## src/rtl/prog_rom_pkg.sv

```systemverilog
// Shared types and the built-in default program for the TD4 reloadable program memory.
// Optional checksum trailer: define PROG_ROM_CHECKSUM_EN to add the CHECK and ERR states.
package prog_rom_pkg;

    localparam int IMG_W   = 8;
    localparam int IMG_LEN = 10;

    typedef enum logic [2:0] {
        ST_IDLE  = 3'd0,
        ST_LOAD  = 3'd1,
`ifdef PROG_ROM_CHECKSUM_EN
        ST_CHECK = 3'd2,
        ST_ERR   = 3'd4,
`endif
        ST_DONE  = 3'd3
    } state_t;

    // Factory program. Only the first IMG_LEN words are meaningful; the rest are zero.
    function automatic logic [IMG_W-1:0] default_word(input int idx);
        logic [IMG_W-1:0] w;
        w = '0;
        if (idx < IMG_LEN) begin
            case (idx)
                0:       w = 8'hB3;
                1:       w = 8'hB6;
                2:       w = 8'hBC;
                3:       w = 8'hB8;
                4:       w = 8'hB8;
                5:       w = 8'hBC;
                6:       w = 8'hB6;
                7:       w = 8'hB3;
                8:       w = 8'hB1;
                9:       w = 8'hF0;
                default: w = '0;
            endcase
        end
        return w;
    endfunction

endpackage

```

## src/rtl/prog_rom_if.sv

```systemverilog
// Load port between the board-level loader (master) and prog_rom (slave).
interface prog_rom_if #(
    parameter int ADDR_W = 4,
    parameter int DATA_W = 8
);

    // Handshake: a word moves on a rising clk edge where load_valid and load_ready are both
    // high. load_ready is a registered decode of the loader state and never depends on
    // load_valid; the source keeps load_data stable while load_valid is high until that edge.
    logic              load_start;
    logic [ADDR_W-1:0] load_len;
    logic              load_valid;
    logic              load_ready;
    logic [DATA_W-1:0] load_data;
    logic              load_done;
    logic              load_err;

    modport master (
        output load_start, load_len, load_valid, load_data,
        input  load_ready, load_done, load_err
    );

    modport slave (
        input  load_start, load_len, load_valid, load_data,
        output load_ready, load_done, load_err
    );

endinterface

```

## src/rtl/prog_rom_loader.sv

```systemverilog
// Load-port FSM: tracks the write pointer, last address and running checksum, and turns
// accepted words into write strobes for the array. Checksum path under PROG_ROM_CHECKSUM_EN.
module prog_rom_loader
    import prog_rom_pkg::*;
#(
    parameter int ADDR_W = 4,
    parameter int DATA_W = 8
) (
    input  logic              clk,
    input  logic              rst,
    prog_rom_if.slave         bus,
    output logic              we,
    output logic [ADDR_W-1:0] waddr,
    output logic [DATA_W-1:0] wdata,
    output logic              cpu_hold,
    output state_t            dbg_state,
    output logic [ADDR_W-1:0] dbg_ptr,
    output logic [ADDR_W-1:0] dbg_last
);

    state_t            state, state_n;
    logic [ADDR_W-1:0] ptr, ptr_n;
    logic [ADDR_W-1:0] last, last_n;
    logic              xfer;
    logic              ready_n;
    logic              hold_n;
    logic              done_n;
`ifdef PROG_ROM_CHECKSUM_EN
    logic [DATA_W-1:0] sum, sum_n;
    logic              err_n;
`endif

    assign xfer  = bus.load_valid && bus.load_ready;
    assign waddr = ptr;
    assign wdata = bus.load_data;

    always_comb begin
        state_n = state;
        ptr_n   = ptr;
        last_n  = last;
        we      = 1'b0;
`ifdef PROG_ROM_CHECKSUM_EN
        sum_n   = sum;
`endif
        case (state)
            ST_IDLE: begin
                if (bus.load_start) begin
                    state_n = ST_LOAD;
                    ptr_n   = '0;
                    last_n  = bus.load_len;
`ifdef PROG_ROM_CHECKSUM_EN
                    sum_n   = '0;
`endif
                end
            end
            ST_LOAD: begin
                if (xfer) begin
                    we    = 1'b1;
                    ptr_n = ptr + 1'b1;
`ifdef PROG_ROM_CHECKSUM_EN
                    sum_n = sum + bus.load_data;
                    if (ptr == last) state_n = ST_CHECK;
`else
                    if (ptr == last) state_n = ST_DONE;
`endif
                end
            end
`ifdef PROG_ROM_CHECKSUM_EN
            ST_CHECK: begin
                if (xfer) state_n = (bus.load_data == sum) ? ST_DONE : ST_ERR;
            end
            // A failed image keeps the core frozen until the loader retries from scratch.
            ST_ERR: begin
                if (bus.load_start) begin
                    state_n = ST_LOAD;
                    ptr_n   = '0;
                    last_n  = bus.load_len;
                    sum_n   = '0;
                end
            end
`endif
            ST_DONE: state_n = ST_IDLE;
            default: state_n = ST_IDLE;
        endcase
    end

    // Handshake and status outputs are registered from the next state so they are glitch-free.
    always_comb begin
        ready_n = (state_n == ST_LOAD);
        hold_n  = (state_n != ST_IDLE);
        done_n  = (state_n == ST_DONE);
`ifdef PROG_ROM_CHECKSUM_EN
        ready_n = ready_n || (state_n == ST_CHECK);
        err_n   = (state_n == ST_ERR);
`endif
    end

    always_ff @(posedge clk or posedge rst) begin
        if (rst) begin
            state          <= ST_IDLE;
            ptr            <= '0;
            last           <= '0;
            bus.load_ready <= 1'b0;
            bus.load_done  <= 1'b0;
            cpu_hold       <= 1'b0;
        end else begin
            state          <= state_n;
            ptr            <= ptr_n;
            last           <= last_n;
            bus.load_ready <= ready_n;
            bus.load_done  <= done_n;
            cpu_hold       <= hold_n;
        end
    end

`ifdef PROG_ROM_CHECKSUM_EN
    always_ff @(posedge clk or posedge rst) begin
        if (rst) begin
            sum          <= '0;
            bus.load_err <= 1'b0;
        end else begin
            sum          <= sum_n;
            bus.load_err <= err_n;
        end
    end
`else
    assign bus.load_err = 1'b0;
`endif

    assign dbg_state = state;
    assign dbg_ptr   = ptr;
    assign dbg_last  = last;

endmodule

```

## src/rtl/prog_rom.sv

```systemverilog
// Field-reloadable TD4 program memory: register array with a reset-time default image,
// combinational fetch port and a handshaked load port. Checksum option: PROG_ROM_CHECKSUM_EN.
module prog_rom
    import prog_rom_pkg::*;
#(
    parameter int ADDR_W = 4,
    parameter int DATA_W = 8
) (
    input  logic              clk,
    input  logic              rst,
    input  logic [ADDR_W-1:0] addr,
    output logic [DATA_W-1:0] qd,
    prog_rom_if.slave         bus,
    output logic              cpu_hold,
    output state_t            dbg_state,
    output logic [ADDR_W-1:0] dbg_ptr,
    output logic [ADDR_W-1:0] dbg_last
);

    localparam int DEPTH = 2 ** ADDR_W;

    logic [DATA_W-1:0] mem [DEPTH];
    logic              we;
    logic [ADDR_W-1:0] waddr;
    logic [DATA_W-1:0] wdata;

    prog_rom_loader #(
        .ADDR_W (ADDR_W),
        .DATA_W (DATA_W)
    ) u_loader (
        .clk       (clk),
        .rst       (rst),
        .bus       (bus),
        .we        (we),
        .waddr     (waddr),
        .wdata     (wdata),
        .cpu_hold  (cpu_hold),
        .dbg_state (dbg_state),
        .dbg_ptr   (dbg_ptr),
        .dbg_last  (dbg_last)
    );

    // Reset restores the factory program, so an aborted load never leaves a partial image.
    always_ff @(posedge clk or posedge rst) begin
        if (rst) begin
            for (int i = 0; i < DEPTH; i++) mem[i] <= DATA_W'(default_word(i));
        end else if (we) begin
            mem[waddr] <= wdata;
        end
    end

    assign qd = mem[addr];

endmodule

```

## src/flat_wrapper.sv

```systemverilog
// flat-port wrapper written by rule: the top's interface ports become plain ports
module prog_rom_flat import prog_rom_pkg::*;
#(
    parameter int ADDR_W = 4,
    parameter int DATA_W = 8
)
  (clk, rst, addr, qd, cpu_hold, dbg_state, dbg_ptr, dbg_last, bus_load_start, bus_load_len, bus_load_valid, bus_load_data, bus_load_ready, bus_load_done, bus_load_err);
  prog_rom_if #(.ADDR_W(ADDR_W), .DATA_W(DATA_W)) bus_i ();
  input  logic clk;
  input  logic rst;
  input  logic [ADDR_W-1:0] addr;
  output logic [DATA_W-1:0] qd;
  output logic cpu_hold;
  output state_t dbg_state;
  output logic [ADDR_W-1:0] dbg_ptr;
  output logic [ADDR_W-1:0] dbg_last;
  input wire logic [$bits(bus_i.load_start)-1:0] bus_load_start;
  input wire logic [$bits(bus_i.load_len)-1:0] bus_load_len;
  input wire logic [$bits(bus_i.load_valid)-1:0] bus_load_valid;
  input wire logic [$bits(bus_i.load_data)-1:0] bus_load_data;
  output wire logic [$bits(bus_i.load_ready)-1:0] bus_load_ready;
  output wire logic [$bits(bus_i.load_done)-1:0] bus_load_done;
  output wire logic [$bits(bus_i.load_err)-1:0] bus_load_err;
  assign bus_i.load_start = bus_load_start;
  assign bus_i.load_len = bus_load_len;
  assign bus_i.load_valid = bus_load_valid;
  assign bus_i.load_data = bus_load_data;
  assign bus_load_ready = bus_i.load_ready;
  assign bus_load_done = bus_i.load_done;
  assign bus_load_err = bus_i.load_err;
  prog_rom #(.ADDR_W(ADDR_W), .DATA_W(DATA_W)) u_core (.clk(clk), .rst(rst), .addr(addr), .qd(qd), .bus(bus_i), .cpu_hold(cpu_hold), .dbg_state(dbg_state), .dbg_ptr(dbg_ptr), .dbg_last(dbg_last));
endmodule
```

## config.mk

```make
export PLATFORM = sky130hd
export DESIGN_NAME = prog_rom_flat
export DESIGN_NICKNAME = d
export VERILOG_FILES = /design/src/rtl/prog_rom_pkg.sv /design/src/rtl/prog_rom_if.sv /design/src/rtl/prog_rom_loader.sv /design/src/rtl/prog_rom.sv /design/src/flat_wrapper.sv
export SDC_FILE = /design/constraint.sdc
export NUM_CORES = 1
export LEC_CHECK = 0
export CORE_ASPECT_RATIO = 1.25
export CORE_UTILIZATION = 57
export CTS_CLUSTER_DIAMETER = 150
export DETAILED_ROUTE_END_ITERATION = 16
export GPL_TIMING_DRIVEN = 0
export PLACE_DENSITY = 0.88
export SYNTH_ARGS = -nofsm -noshare
export SYNTH_HDL_FRONTEND = slang
export SYNTH_SLANG_ARGS = --single-unit
```

## constraint.sdc

```tcl
create_clock -name clk -period 6.8 [get_ports clk]
set_input_delay 2.04 -clock clk [delete_from_list [all_inputs] [get_ports clk]]
set_output_delay 2.04 -clock clk [all_outputs]
set_load 0.02 [all_outputs]
```

==> flow_summary_export.csv <==
group,metric,value,unit
power,power_switching,0.504,mW
synth,synth_common_cells,"mux2_2, dfrtp_1, dfstp_2",
die,start_util,59.4,%
drt,drc,0,
place,hpwl,9550,um
place,routabilityCongestion,0.808,
timing,tightest_slew,0.662,ns
timing,period_share,92.1,%
timing,rsz0062_at_grt,"false",
clock_network,cts.repair.resized,0,
synth,syn_inst,419,
finish,drive_gt1_share,55.7,%
timing,drv_slew,0,
synth,async_flop_share,100,%
synth,ys_types,34,
die,num_rows,43,
flow_run,maxCapViolCount,0,
finish,diodes,0,
clock_network,cts_root_buf,"clkbuf_16",
finish,final_nets,503,
finish,fill_cells,691,
timing,maxSlewHeadroom,55.8,%
place,io_buffer_count,39,
drt,wirelength,14300,um
timing,timing.fmax,160,MHz
drt,num_vias,3951,
power,seqPwrFrac,44.7,%
synth,ys.flop_type,"dfrtp_1",
power,peakVddDrop,0.196,mV
global_route,grt.total_usage,25.6,%
critical_path,r2r_cells,4,
timing,fin_ws,0.536,ns
timing,period_needed,6.26,ns
critical_path,worstPathArrival,4.22,ns
clock_network,cts_setup_buffers,0,
die,die_x,98.8,um
die,core,11200,um^2
synth,synth_area,6680,um^2
synth,yosysTopAreaCell,"dfrtp_1",
status,status,"complete, no violations",
critical_path,timing_worst_setup_path_type,"input port to primary output",
global_route,grt_pass1_wl,22700,um
critical_path,startpoint_type,"input port",
global_route,overflow,0,
synth,synth-edff-count,0,
hold_path,holdPathStages,1,
synth,synth_top_cell_area_share,36.0,%
drt,post_drt_via_cell_ratio,6.30,
finish,flow.area_growth_from_synthesis,18.0,%
global_route,grt_max_degree,113,
timing,setup_viol,0,
power,switching_share,24.0,%
drt,drt_iter0_markers,208,
drt,drt-pass1-iter-count,4,
clock_network,cts_made_buffers,17,
critical_path,cp_max_fo,10,
power,p_int,1.59,mW
die,die_h,123,um
synth,ys_seq_area_share,54.1,%
critical_path,critPathRequiredTime,4.76,ns
hold_path,worstHoldPathType,"register to register",
timing,hold_violations,0,
synth,synth.ff_latch_count,142,
global_route,grt_pass1_vias,4248,
drt,postRouteAntennaNets,0,
place,preCtsSetupSlack,0.524,ns
synth,netlist_top_cells_area,"dfrtp_1, mux2_2, dfstp_2, mux4_2, nand4_4",
clock_network,clk_pin_slew_worst_paths,0.06,ns
synth,synth_most_common_cell,"mux2_2",
synth,synth-warning-count,0,
clock_network,clk_path_buf_depth,2,
die,ios,43,
power,power.leakage,3.64,nW
power,p_comb_share,10.2,%
global_route,antenna_found_initial,0,
clock_network,holdBufCountCts,0,
critical_path,cp-end-kind,"primary output",
drt,wl_per_cell,22.9,um
synth,avgSynthCellArea,15.9,um^2
clock_network,worst_skew_pair.late_latency,0.42,ns
timing,fin_worst_skew,0.00582,ns
clock_network,numClockSinks,142,
timing,finalSetupTns,0,ns
clock_network,cts_tree,"built",
power,powerDensity,266,nW/um^2
die,design.die.area,12200,um^2
clock_network,htreeDepth,4,
power,clock_power_share,45.1,%
[logic make-up (layout without fill, tap and decap cells)]
logic type               after synthesis  after routing  share of synthesized area, %
multiplexers                         164            164                          33.1
flip-flops                           142            142                          54.1
AND/OR/NAND/NOR                       46             46                          6.50
buffers and inverters                 33            105                          2.31
AO/OA/AOI/OAI                         25             25                          2.72
adder cells (fa/ha/maj)                4              4                         0.750
XOR/XNOR                               4              4                         0.525
other                                  1              2                        0.0562
[per-stage QoR]
stage | util [%] | instances | total power, mW | area [um^2] | hold slack (ns)
floorplan | - | 420 | 1.08 | 6680 | 0.474
global placement | 64.4 | 594 | 1.14 | 7240 | 0.481
detailed placement | 64.7 | 595 | 1.16 | 7270 | 0.487
CTS | 70.1 | 627 | 2.10 | 7880 | 0.500
global route | 70.1 | 627 | 2.16 | 7880 | 0.518
finish | 70.1 | 627 | 2.10 | 7880 | 0.500
[layout make-up]
| type | count | area, um^2 | share of cell area, % |
|---|---|---|---|
| Clock buffer | 18 | 439 | 5.57 |
| Multi-Input combinational cell | 245 | 2920 | 37.0 |
| Timing Repair Buffer | 40 | 418 | 5.30 |
| Sequential cell | 142 | 3610 | 45.8 |
| Tap cell | 135 | 169 | 2.14 |
| Inverter | 5 | 23.8 | 0.302 |
| Buffer | 28 | 135 | 1.72 |
| Clock inverter | 14 | 166 | 2.11 |
[per-layer routing]
layer,part of all wire [%],vias to the layer above,GRT usage [%]
met4,2.9,0,11.9
met2,54,82,44.4
met1,41,2124,30.4
met5,0,-,0
li1,-,1710,-
met3,2.8,35,5.77
[registers in the layout, summed over array words and instances, names as in the netlist]
name and cells:
u_core.mem 128, u_core.u_loader.dbg_last 4, u_core.u_loader.dbg_ptr 4, u_core.u_loader.dbg_state 3
u_core.u_loader.bus.load_done 1, u_core.u_loader.bus.load_ready 1, u_core.u_loader.cpu_hold 1
[power by group through the flow]
stage               sequential [mW]  combinational [mW]  clock (mW)
global placement              0.943               0.199           0
floorplan                     0.948               0.132           0
finish                        0.936               0.214       0.947
CTS                           0.935               0.216       0.949
detailed placement            0.947               0.211           0
global route                  0.941               0.229       0.987
[path summary, 6_finish.rpt]
path | start | slack (ns) | endpoint
max in group asynchronous | rst | 4.02 | u_core.mem[103]
min in group asynchronous | rst | 1.96 | u_core.mem[14]
worst min register to register | u_core.mem[17] | 0.50 | u_core.mem[17]
worst max register to register | u_core.u_loader.dbg_ptr[1] | 4.74 | u_core.mem[39]
worst min-delay path | u_core.mem[17] | 0.50 | u_core.mem[17]
worst max-delay path | addr[1] | 0.54 | qd[3]
[worst max-delay path: stages]
cell	delay [ns]
buf_2	0.19
buf_2	0.31
buf_2	0.38
mux4_2	0.39
a22oi_1	0.25
nand2_1	0.11
clkdlybuf4s50_1	0.55
[cells in the final DEF (no fill, tap or decap), types with 2 or more instances in the layout]
cell type	instances
clkdlybuf4s50_1	39
buf_2	9
dfrtp_1	96
conb_1	2
clkbuf_16	17
a21oi_1	2
bufinv_16	3
dfstp_2	46
mux4_2	32
clkbuf_1	14
xor2_1	2
nor2b_1	4
inv_1	4
buf_6	2
clkinv_4	3
mux2_2	132
nand4_4	7
nand3_1	2
clkinv_2	5
or4_1	2
a22oi_1	17
nand4_2	9
nand2_1	9
buf_1	2
inv_6	3
ha_1	4
nor2_1	3
nor3_1	4
o31ai_1	2
and2_1	2
xnor2_1	2
Note: power is estimated with default switching activity, not from simulation.
